$ cat src/rtl/uart_regbank_burst_pkg.sv
// Shared ASCII constants, FSM encodings and hex conversion helpers for the
// UART register bank.
package uart_regbank_burst_pkg;

  localparam logic [7:0] ASC_W  = 8'h57;
  localparam logic [7:0] ASC_R  = 8'h52;
  localparam logic [7:0] ASC_B  = 8'h42;
  localparam logic [7:0] ASC_LF = 8'h0A;
  localparam logic [7:0] ASC_CR = 8'h0D;
  localparam logic [7:0] ASC_QM = 8'h3F;
  localparam logic [7:0] ASC_EX = 8'h21;

  typedef enum logic [3:0] {
    ST_IDLE,
    ST_ADR,
    ST_DAT,
    ST_CNT,
    ST_EOL,
    ST_DISCARD,
    ST_EXEC_W,
    ST_RD_SEL,
    ST_RD_WAIT,
    ST_TX_HEX,
    ST_TX_EOL,
    ST_TX_ERR
  } state_e;

  typedef enum logic [1:0] {
    CMD_W,
    CMD_R,
    CMD_B
  } cmd_e;

  typedef enum logic [1:0] {
    REPLY_WORD,
    REPLY_ERR,
    REPLY_TMO
  } reply_e;

  typedef struct packed {
    logic       vld;
    logic [3:0] nib;
  } hex_dig_t;

  function automatic hex_dig_t hex2nib(input logic [7:0] c);
    hex_dig_t r;
    r.vld = 1'b1;
    r.nib = '0;
    if (c >= 8'h30 && c <= 8'h39) r.nib = c[3:0];
    else if ((c >= 8'h41 && c <= 8'h46) || (c >= 8'h61 && c <= 8'h66)) r.nib = c[3:0] + 4'd9;
    else r.vld = 1'b0;
    return r;
  endfunction

  function automatic logic [7:0] nib2hex(input logic [3:0] n);
    return (n < 4'd10) ? (8'h30 + {4'h0, n}) : (8'h37 + {4'h0, n});
  endfunction

endpackage

$ cat src/rtl/uart_regbank_burst_ser.sv
// Serialises one reply (a hex word plus LF, or a two-byte code) over the
// request/acknowledge TX handshake; done pulses on the final acknowledge.
module uart_hex_word_ser
  import uart_regbank_burst_pkg::*;
#(
  parameter int unsigned C_DAT_W = 16
) (
  input  logic               clk,
  input  logic               rst_n,
  input  logic               start,
  input  reply_e             code,
  input  logic [C_DAT_W-1:0] word,
  input  logic               tx_ack,
  output logic [7:0]         tx_byte,
  output logic               tx_req,
  output logic               eol,
  output logic               done
);

  localparam int unsigned DD = C_DAT_W / 4;

  typedef enum logic [1:0] {
    SER_IDLE,
    SER_REQ,
    SER_GAP
  } ser_e;

  ser_e               phase;
  logic [C_DAT_W-1:0] sh;
  logic [3:0]         left;
  logic               last;

  assign eol  = last;
  assign done = tx_req & tx_ack & last;

  always_ff @(posedge clk or negedge rst_n) begin
    if (!rst_n) begin
      phase   <= SER_IDLE;
      sh      <= '0;
      left    <= '0;
      last    <= 1'b0;
      tx_byte <= '0;
      tx_req  <= 1'b0;
    end else begin
      unique case (phase)
        SER_IDLE: if (start) begin
          tx_req <= 1'b1;
          phase  <= SER_REQ;
          last   <= 1'b0;
          if (code == REPLY_WORD) begin
            tx_byte <= nib2hex(word[C_DAT_W-1 -: 4]);
            sh      <= word << 4;
            left    <= 4'(DD - 1);
          end else begin
            tx_byte <= (code == REPLY_TMO) ? ASC_EX : ASC_QM;
            sh      <= '0;
            left    <= '0;
          end
        end
        SER_REQ: if (tx_ack) begin
          tx_req <= 1'b0;
          if (last) begin
            last  <= 1'b0;
            phase <= SER_IDLE;
          end else begin
            phase <= SER_GAP;
          end
        end
        SER_GAP: begin
          // request stays low for this one cycle between bytes
          tx_req <= 1'b1;
          phase  <= SER_REQ;
          if (left != 4'd0) begin
            tx_byte <= nib2hex(sh[C_DAT_W-1 -: 4]);
            sh      <= sh << 4;
            left    <= left - 4'd1;
          end else begin
            tx_byte <= ASC_LF;
            last    <= 1'b1;
          end
        end
        default: phase <= SER_IDLE;
      endcase
    end
  end

endmodule

$ cat src/rtl/uart_regbank_burst.sv
// ASCII-hex UART register bank: parses W/R/B command lines, updates or reads
// registers (RO ones via an external handshake) and streams hex replies.
module uart_regbank_burst
  import uart_regbank_burst_pkg::*;
#(
  parameter int unsigned                 C_DAT_W   = 16,
  parameter int unsigned                 C_ADR_W   = 8,
  parameter int unsigned                 C_REG_N   = 12,
  parameter logic [C_REG_N-1:0]          C_RO_MASK = '0,
  parameter logic [C_REG_N*C_DAT_W-1:0]  C_INIT    = '0,
  parameter int unsigned                 C_RD_TO   = 255
) (
  input  logic                         CK_i,
  input  logic                         XARST_i,
  input  logic [7:0]                   RX_BYTEs_i,
  input  logic                         RX_VLD_i,
  output logic [7:0]                   TX_BYTEs_o,
  output logic                         TX_REQ_o,
  input  logic                         TX_ACK_i,
  output logic [C_REG_N*C_DAT_W-1:0]   REGss_o,
  output logic [C_REG_N-1:0]           WT_STBs_o,
  output logic [C_ADR_W-1:0]           RD_ADRs_o,
  output logic                         RD_REQ_o,
  input  logic [C_REG_N*C_DAT_W-1:0]   RDATss_i,
  input  logic                         RD_ACK_i,
  output logic                         BUSY_o
);

  localparam int unsigned AD   = C_ADR_W / 4;
  localparam int unsigned DD   = C_DAT_W / 4;
  localparam int unsigned TO_W = $clog2(C_RD_TO + 1);

  state_e             state;
  cmd_e               cmd;
  logic [C_ADR_W-1:0] adr;
  logic [C_ADR_W-1:0] adr_nxt;
  logic [C_ADR_W-1:0] adr_wrap;
  logic [C_DAT_W-1:0] dat;
  logic [C_DAT_W-1:0] dat_nxt;
  logic [7:0]         cnt;
  logic [7:0]         cnt_nxt;
  logic [7:0]         rem;
  logic [3:0]         dig;
  logic               last_dig;
  logic               abort;
  logic [TO_W-1:0]    tmo_cnt;
  logic               rd_req;
  logic [C_ADR_W-1:0] rd_adr;
  logic [C_REG_N-1:0] wt_stb;
  logic [C_DAT_W-1:0] regs [C_REG_N];
  logic               ser_start;
  reply_e             ser_code;
  logic [C_DAT_W-1:0] ser_word;
  logic               ser_eol;
  logic               ser_done;
  hex_dig_t           hx;
  logic               adr_oor;
  logic               adr_is_ro;
  logic               nxt_is_ro;
  logic [C_DAT_W-1:0] rw_word;
  logic [C_DAT_W-1:0] ro_word;

  assign hx       = hex2nib(RX_BYTEs_i);
  assign adr_nxt  = C_ADR_W'({adr, hx.nib});
  assign dat_nxt  = C_DAT_W'({dat, hx.nib});
  assign cnt_nxt  = {cnt[3:0], hx.nib};
  assign adr_oor  = (32'(adr_nxt) >= 32'(C_REG_N));
  assign adr_wrap = (adr == C_ADR_W'(C_REG_N - 1)) ? '0 : adr + 1'b1;
  assign last_dig = (state == ST_ADR) ? (dig == 4'(AD - 1)) :
                    (state == ST_DAT) ? (dig == 4'(DD - 1)) : (dig == 4'd1);

  always_comb begin
    rw_word   = '0;
    ro_word   = '0;
    adr_is_ro = 1'b0;
    nxt_is_ro = 1'b0;
    REGss_o   = '0;
    for (int unsigned i = 0; i < C_REG_N; i++) begin
      if (adr == C_ADR_W'(i)) begin
        rw_word   = regs[i];
        ro_word   = RDATss_i[i*C_DAT_W +: C_DAT_W];
        adr_is_ro = C_RO_MASK[i];
      end
      if (adr_nxt == C_ADR_W'(i)) nxt_is_ro = C_RO_MASK[i];
      REGss_o[i*C_DAT_W +: C_DAT_W] = C_RO_MASK[i] ? '0 : regs[i];
    end
  end

  assign WT_STBs_o = wt_stb;
  assign RD_REQ_o  = rd_req;
  assign RD_ADRs_o = rd_adr;
  assign BUSY_o    = state inside {ST_EXEC_W, ST_RD_SEL, ST_RD_WAIT,
                                   ST_TX_HEX, ST_TX_EOL, ST_TX_ERR};

  always_ff @(posedge CK_i or negedge XARST_i) begin
    if (!XARST_i) begin
      state     <= ST_IDLE;
      cmd       <= CMD_R;
      adr       <= '0;
      dat       <= '0;
      cnt       <= '0;
      rem       <= '0;
      dig       <= '0;
      abort     <= 1'b0;
      tmo_cnt   <= '0;
      rd_req    <= 1'b0;
      rd_adr    <= '0;
      wt_stb    <= '0;
      ser_start <= 1'b0;
      ser_code  <= REPLY_WORD;
      ser_word  <= '0;
      for (int unsigned i = 0; i < C_REG_N; i++)
        regs[i] <= C_RO_MASK[i] ? '0 : C_INIT[i*C_DAT_W +: C_DAT_W];
    end else begin
      wt_stb    <= '0;
      ser_start <= 1'b0;
      unique case (state)
        ST_IDLE: if (RX_VLD_i) begin
          adr   <= '0;
          dat   <= '0;
          cnt   <= '0;
          dig   <= '0;
          abort <= 1'b0;
          if (RX_BYTEs_i == ASC_W) begin
            cmd   <= CMD_W;
            state <= ST_ADR;
          end else if (RX_BYTEs_i == ASC_R) begin
            cmd   <= CMD_R;
            state <= ST_ADR;
          end else if (RX_BYTEs_i == ASC_B) begin
            cmd   <= CMD_B;
            state <= ST_ADR;
          end else if (RX_BYTEs_i != ASC_CR && RX_BYTEs_i != ASC_LF) begin
            state <= ST_DISCARD;
          end
        end
        ST_ADR, ST_DAT, ST_CNT: if (RX_VLD_i && RX_BYTEs_i != ASC_CR) begin
          if (RX_BYTEs_i == ASC_LF) begin
            ser_code  <= REPLY_ERR;
            ser_start <= 1'b1;
            state     <= ST_TX_ERR;
          end else if (!hx.vld) begin
            state <= ST_DISCARD;
          end else begin
            dig <= last_dig ? '0 : dig + 4'd1;
            if (state == ST_ADR) begin
              adr <= adr_nxt;
              if (last_dig) begin
                if (adr_oor || (cmd == CMD_W && nxt_is_ro)) state <= ST_DISCARD;
                else if (cmd == CMD_W)                      state <= ST_DAT;
                else if (cmd == CMD_B)                      state <= ST_CNT;
                else                                        state <= ST_EOL;
              end
            end else if (state == ST_DAT) begin
              dat <= dat_nxt;
              if (last_dig) state <= ST_EOL;
            end else begin
              cnt <= cnt_nxt;
              if (last_dig) state <= ST_EOL;
            end
          end
        end
        ST_EOL: if (RX_VLD_i && RX_BYTEs_i != ASC_CR) begin
          if (RX_BYTEs_i != ASC_LF) begin
            state <= ST_DISCARD;
          end else if (cmd == CMD_W) begin
            // write lands on the LF edge; EXEC_W is only the busy slot after it
            for (int unsigned i = 0; i < C_REG_N; i++) begin
              if (adr == C_ADR_W'(i) && !C_RO_MASK[i]) begin
                regs[i]   <= dat;
                wt_stb[i] <= 1'b1;
              end
            end
            state <= ST_EXEC_W;
          end else begin
            rem   <= (cmd == CMD_B) ? cnt : '0;
            state <= ST_RD_SEL;
          end
        end
        ST_DISCARD: if (RX_VLD_i && RX_BYTEs_i == ASC_LF) begin
          ser_code  <= REPLY_ERR;
          ser_start <= 1'b1;
          state     <= ST_TX_ERR;
        end
        ST_EXEC_W: state <= ST_IDLE;
        ST_RD_SEL: begin
          if (adr_is_ro) begin
            rd_req  <= 1'b1;
            rd_adr  <= adr;
            tmo_cnt <= '0;
            state   <= ST_RD_WAIT;
          end else begin
            ser_word  <= rw_word;
            ser_code  <= REPLY_WORD;
            ser_start <= 1'b1;
            state     <= ST_TX_HEX;
          end
        end
        ST_RD_WAIT: begin
          if (RD_ACK_i) begin
            rd_req    <= 1'b0;
            ser_word  <= ro_word;
            ser_code  <= REPLY_WORD;
            ser_start <= 1'b1;
            state     <= ST_TX_HEX;
          end else if (tmo_cnt == TO_W'(C_RD_TO - 1)) begin
            rd_req    <= 1'b0;
            abort     <= 1'b1;
            ser_code  <= REPLY_TMO;
            ser_start <= 1'b1;
            state     <= ST_TX_HEX;
          end else begin
            tmo_cnt <= tmo_cnt + 1'b1;
          end
        end
        ST_TX_HEX, ST_TX_EOL: begin
          if (ser_done) begin
            if (!abort && rem != 8'd0) begin
              rem   <= rem - 8'd1;
              adr   <= adr_wrap;
              state <= ST_RD_SEL;
            end else begin
              state <= ST_IDLE;
            end
          end else if (ser_eol) begin
            state <= ST_TX_EOL;
          end
        end
        ST_TX_ERR: if (ser_done) state <= ST_IDLE;
        default: state <= ST_IDLE;
      endcase
    end
  end

  uart_hex_word_ser #(
    .C_DAT_W(C_DAT_W)
  ) u_ser (
    .clk    (CK_i),
    .rst_n  (XARST_i),
    .start  (ser_start),
    .code   (ser_code),
    .word   (ser_word),
    .tx_ack (TX_ACK_i),
    .tx_byte(TX_BYTEs_o),
    .tx_req (TX_REQ_o),
    .eol    (ser_eol),
    .done   (ser_done)
  );

endmodule
$ cat config.mk
export PLATFORM = sky130hd
export DESIGN_NAME = uart_regbank_burst
export DESIGN_NICKNAME = d
export VERILOG_FILES = /design/src/rtl/uart_regbank_burst_pkg.sv /design/src/rtl/uart_regbank_burst_ser.sv /design/src/rtl/uart_regbank_burst.sv
export SDC_FILE = /design/constraint.sdc
export NUM_CORES = 1
export LEC_CHECK = 0
export CAP_MARGIN = 20
export CELL_PAD_IN_SITES_DETAIL_PLACEMENT = 1
export CELL_PAD_IN_SITES_GLOBAL_PLACEMENT = 2
export CORE_ASPECT_RATIO = 0.75
export CORE_MARGIN = 2
export CORE_UTILIZATION = 33
export DETAILED_ROUTE_END_ITERATION = 10
export PLACE_DENSITY_LB_ADDON = 0.1
export SKIP_CTS_REPAIR_TIMING = 1
export SYNTH_ARGS = -nofsm -noshare
export SYNTH_HDL_FRONTEND = slang
export SYNTH_SLANG_ARGS = --single-unit
$ cat constraint.sdc
create_clock -name CK_i -period 4.4 [get_ports CK_i]
set_input_delay 0.44 -clock CK_i [delete_from_list [all_inputs] [get_ports CK_i]]
set_output_delay 0.44 -clock CK_i [all_outputs]
set_load 0.01 [all_outputs]
==> summary.md <==
| Metric | Value |
|---|---|
| Met1 usage | `0.495` |
| Pint | `a little over 0.007 W` |
| DRC | `0` |
| Slew headroom | `0.257` |
| Crit start category | `flip-flop` |
| Fmax | `250 MHz` |
| RD Place Congestion | `0.949` |
| Starting Density | `0.332` |
| Final Cycle Share | `0.911` |
| Comb power frac | `0.512` |
| Async SR Flop Fraction | `1.00` |
| Flops & latches, synth | `roughly 310` |
| Total die area | `0.0534 mm²` |
| Critical R2R Launch | `adr[1]` |
| 1st-pass router iterations | `7` |
| Via count | `17900` |
| Pin count of the biggest net entering global routing | `89` |
| GRT busiest layer | `met2` |
| Leading post-synthesis cells by cell area | `dfrtp_1 (45%), mux2_2 (11%), nand2_1 (5.2%), o21ai_0 (4.3%), a21oi_1 (3.1%)` |
| CTS Buffer Depth | `3` |
| Max Cap Viol | `0` |
| Clock latency on the worst-skew pair | `~0.56 ns` |
| Area leader, netlist | `dfrtp_1` |
| First-pass GRT wire length | `133000 µm` |
| CTS buffer count | `35` |
| Crit end category | `flip-flop` |
| Initial antenna violation count | `10` |
| CP startpoint | `adr[1]` |
| Worst-path cell chain | `inv_1 > ha_2 > nor2b_4 > buf_4 > a221oi_1 > nor3_1 > a2111oi_1 > buf_4 > o31ai_1 > buf_4 > a211o_1` |
| Vias per Instance | `6.15` |
| 1st-iter DRT viols | `1843` |
| Critical path type | `reg -> reg` |
| Peak supply drop | `410 µV` |
| Die X | `266 µm` |
| Core area | `0.0513 mm²` |
| Switching share of power | `0.478` |
| Setup TNS | `0 ns` |
| Clock power frac | `0.224` |
| Top FF cell, synth | `dfrtp_1` |
| I/O pin cnt | `428` |
| Net Sw Power | `about 0.0065 W` |
| Final Setup Violations | `0` |
| R2R Setup Slk | `0.39 ns` |
| Post-Place Setup Slack | `0.398 ns` |
| Run status | `finished, final reports clean` |
| Sequential share of power | `0.264` |
| Area delta synth->final | `37.8%` |
| Max Slew Vio Count | `0` |
| Worst-path clk slew | `0.06 ns` |
| Setup WS post-layout | `0.393 ns` |
| ANT nets after route | `0` |
| Root buffer cell | `clkbuf_16` |
| Final min period | `about 4.0 ns` |
| Die Y | `201 µm` |
| Warnings, synthesis | `0` |
| Cell count of the worst reg-to-reg path | `11` |
| Crit-path slowest cell | `a2111oi_1` |
| CP most frequent cell | `buf_4` |
| Synth Cell Area | `0.0170 mm²` |
| DRT Wirelength | `a little over 90000 µm` |
| Avg Synthesized Cell Area | `9.48 µm²` |
| CP required | `approximately 4.8 ns` |
| Synth top area share | `0.453` |
| Share of layout cells above drive strength 1 | `0.162` |
| Total congestion overflow | `0` |
| Crit path DAT | `4.44 ns` |
| Nets | `~2400` |
| Number of port buffers | `417` |
| Measured slew at the worst slew-check pin | `between 1 and 1.5 ns` |
| Clk sinks | `309` |
| HP Class | `reg -> reg` |
| Distinct cell type count after synthesis | `84` |
| Tot GR Track Use | `0.343` |
| Number of global-route vias before repair | `17800` |
| CTS tree | `built` |
| Final HPWL DP | `approximately 70000 µm` |
| Met2 usage | `0.502` |
| Htree depth | `2` |
| Avg WL per Cell | `between 30 and 40 µm` |
| Met3 usage | `0.0827` |
| Placed Cells | `between 2000 and 3000` |
| Reg-to-Reg End | `ser_word[8]` |
| Crit path to | `ser_word[8]` |
| Post-Route Skew | `0.0281 ns` |
| Synth Instances | `roughly 1800` |
| CP max stage delay | `0.89 ns` |
| Leak | `about 10 nW` |
| Final hold vios | `0` |
| Post-synth EDFFs | `0` |
| CP max FO | `24` |
| Sequential share of the synthesized area | `0.455` |
| Final Non-Filler Cells | `2904` |
| Std-Cell Rows | `approximately 70` |
| RSZ-0062 raised after global routing | `false` |
| Power Density | `581 mW/mm²` |
[metrics by stage]
step                area [µm²]  power (W)  utilization  hold WS, ns
floorplan                17000    0.00660            -        0.144
global placement         22300     0.0102        0.435        0.458
detailed placement       22300     0.0103        0.435        0.470
CTS                      23400     0.0133        0.457      -0.0578
global route             23400     0.0140        0.457        0.484
finish                   23400     0.0136        0.457        0.471
[worst max-delay path: cells and delay by family (launching register included)]
family                   cells  cell delay (ns)
flip-flops                   1             0.43
adder cells (fa/ha/maj)      1             0.66
AO/OA/AOI/OAI                4             1.63
buffers and inverters        4             0.79
AND/OR/NAND/NOR              2             0.33
[how the worst min path moves through the flow]
stage	start	endpoint	slack [ns]	cells past startpoint
6_report	tmo_cnt[6]	tmo_cnt[6]	0.47	1
4_1_cts	XARST_i	u_ser.tx_byte[4]	-0.06	1
3_3_place_gp	tmo_cnt[7]	tmo_cnt[7]	0.46	1
3_5_place_dp	tmo_cnt[7]	tmo_cnt[7]	0.47	1
5_1_grt	tmo_cnt[6]	tmo_cnt[6]	0.48	1
2_1_floorplan	XARST_i	REGss_o[0]	0.14	0
[metal layers]
| metal | vias up | part of all wire |
|---|---|---|
| met3 | 160 | 0.099 |
| li1 | 7474 | - |
| met1 | 9223 | 0.44 |
| met5 | - | 0.00028 |
| met4 | 4 | 0.033 |
| met2 | 990 | 0.43 |
[cell usage after synthesis (all sizes together), types with 4 or more instances]
| cell | number |
|---|---|
| a32oi | 5 |
| a221oi | 36 |
| nor2b | 15 |
| nand3 | 41 |
| nor2 | 107 |
| a21o | 12 |
| o21a | 5 |
| a221o | 10 |
| ha | 17 |
| and3 | 14 |
| a21oi | 104 |
| or2 | 9 |
| nand2 | 235 |
| o211ai | 21 |
| and2 | 4 |
| or4 | 4 |
| a211o | 6 |
| a31oi | 13 |
| mux2 | 160 |
| o31ai | 5 |
| o21ai | 147 |
| a311oi | 4 |
| dfrtp | 308 |
| nor3b | 4 |
| a22oi | 38 |
| or3 | 11 |
| a22o | 15 |
| clkbuf | 110 |
| inv | 36 |
| nand4 | 8 |
| nand2b | 14 |
| o311ai | 6 |
| buf | 39 |
| o221ai | 17 |
| o22ai | 56 |
| xnor2 | 8 |
| a2111oi | 11 |
| nor4b | 5 |
| nor4 | 11 |
| nor3 | 57 |
| a211oi | 12 |
| o2111ai | 5 |
[cell type report]
type	instances	area, µm²
fill	5695	27800
multi-input combinational	1308	8570
sequential	309	7730
timing repair buffer	521	5010
clock buffer	51	1050
tap	666	833
inverter	37	139
clock inverter	9	97.6
antenna	3	7.51
[logic make-up after synthesis]
logic type	Yosys count	share of synthesized area
adder cells (fa/ha/maj)	17	0.0125
AND/OR/NAND/NOR	551	0.156
flip-flops	309	0.455
XOR/XNOR	11	0.00566
other	1	0.000220
multiplexers	160	0.106
buffers and inverters	186	0.0468
AO/OA/AOI/OAI	559	0.218
[placed cells by master, fill, tap and decap left out, types with 9 or more instances in the layout]
cell type,Yosys,layout
conb_1,1,10
nor2_1,99,98
nor3_1,51,47
clkdlybuf4s50_1,0,416
a21oi_1,104,103
ha_1,17,14
buf_4,18,99
a221oi_1,36,36
nor4_1,11,10
clkbuf_16,0,37
o21ai_0,146,146
o22ai_1,56,56
and3_1,14,14
o221ai_1,17,17
mux2_2,160,160
a2111oi_0,10,9
nand3_1,40,40
or2_2,9,9
nor2b_1,15,14
a22oi_1,38,38
nand2_1,235,235
dfrtp_1,308,308
a22o_1,15,15
o211ai_1,21,21
a31oi_1,13,13
or3_1,11,11
a21o_1,12,12
a221o_1,10,10
inv_1,36,36
a211oi_1,12,12
nand2b_1,14,14
[flip-flops by register name, summed over array words and instances, names as in the netlist]
name           count
REGss_o          192
dat               16
ser_word          16
WT_STBs_o         12
u_ser.sh          12
adr                8
cnt                8
rem                8
tmo_cnt            8
u_ser.tx_byte      7
dig                4
state              4
u_ser.left         4
cmd                2
ser_code           2
u_ser.phase        2
abort              1
ser_start          1
u_ser.eol          1
u_ser.tx_req       1
[power by group through the flow]
stage | combinational [W] | sequential [W] | clock [W]
floorplan | 0.00323 | 0.00337 | 0
global placement | 0.00658 | 0.00361 | 0
detailed placement | 0.00663 | 0.00363 | 0
CTS | 0.00666 | 0.00358 | 0.00309
global route | 0.00720 | 0.00363 | 0.00320
finish | 0.00697 | 0.00360 | 0.00305
Note: power is estimated with default switching activity, not from simulation.
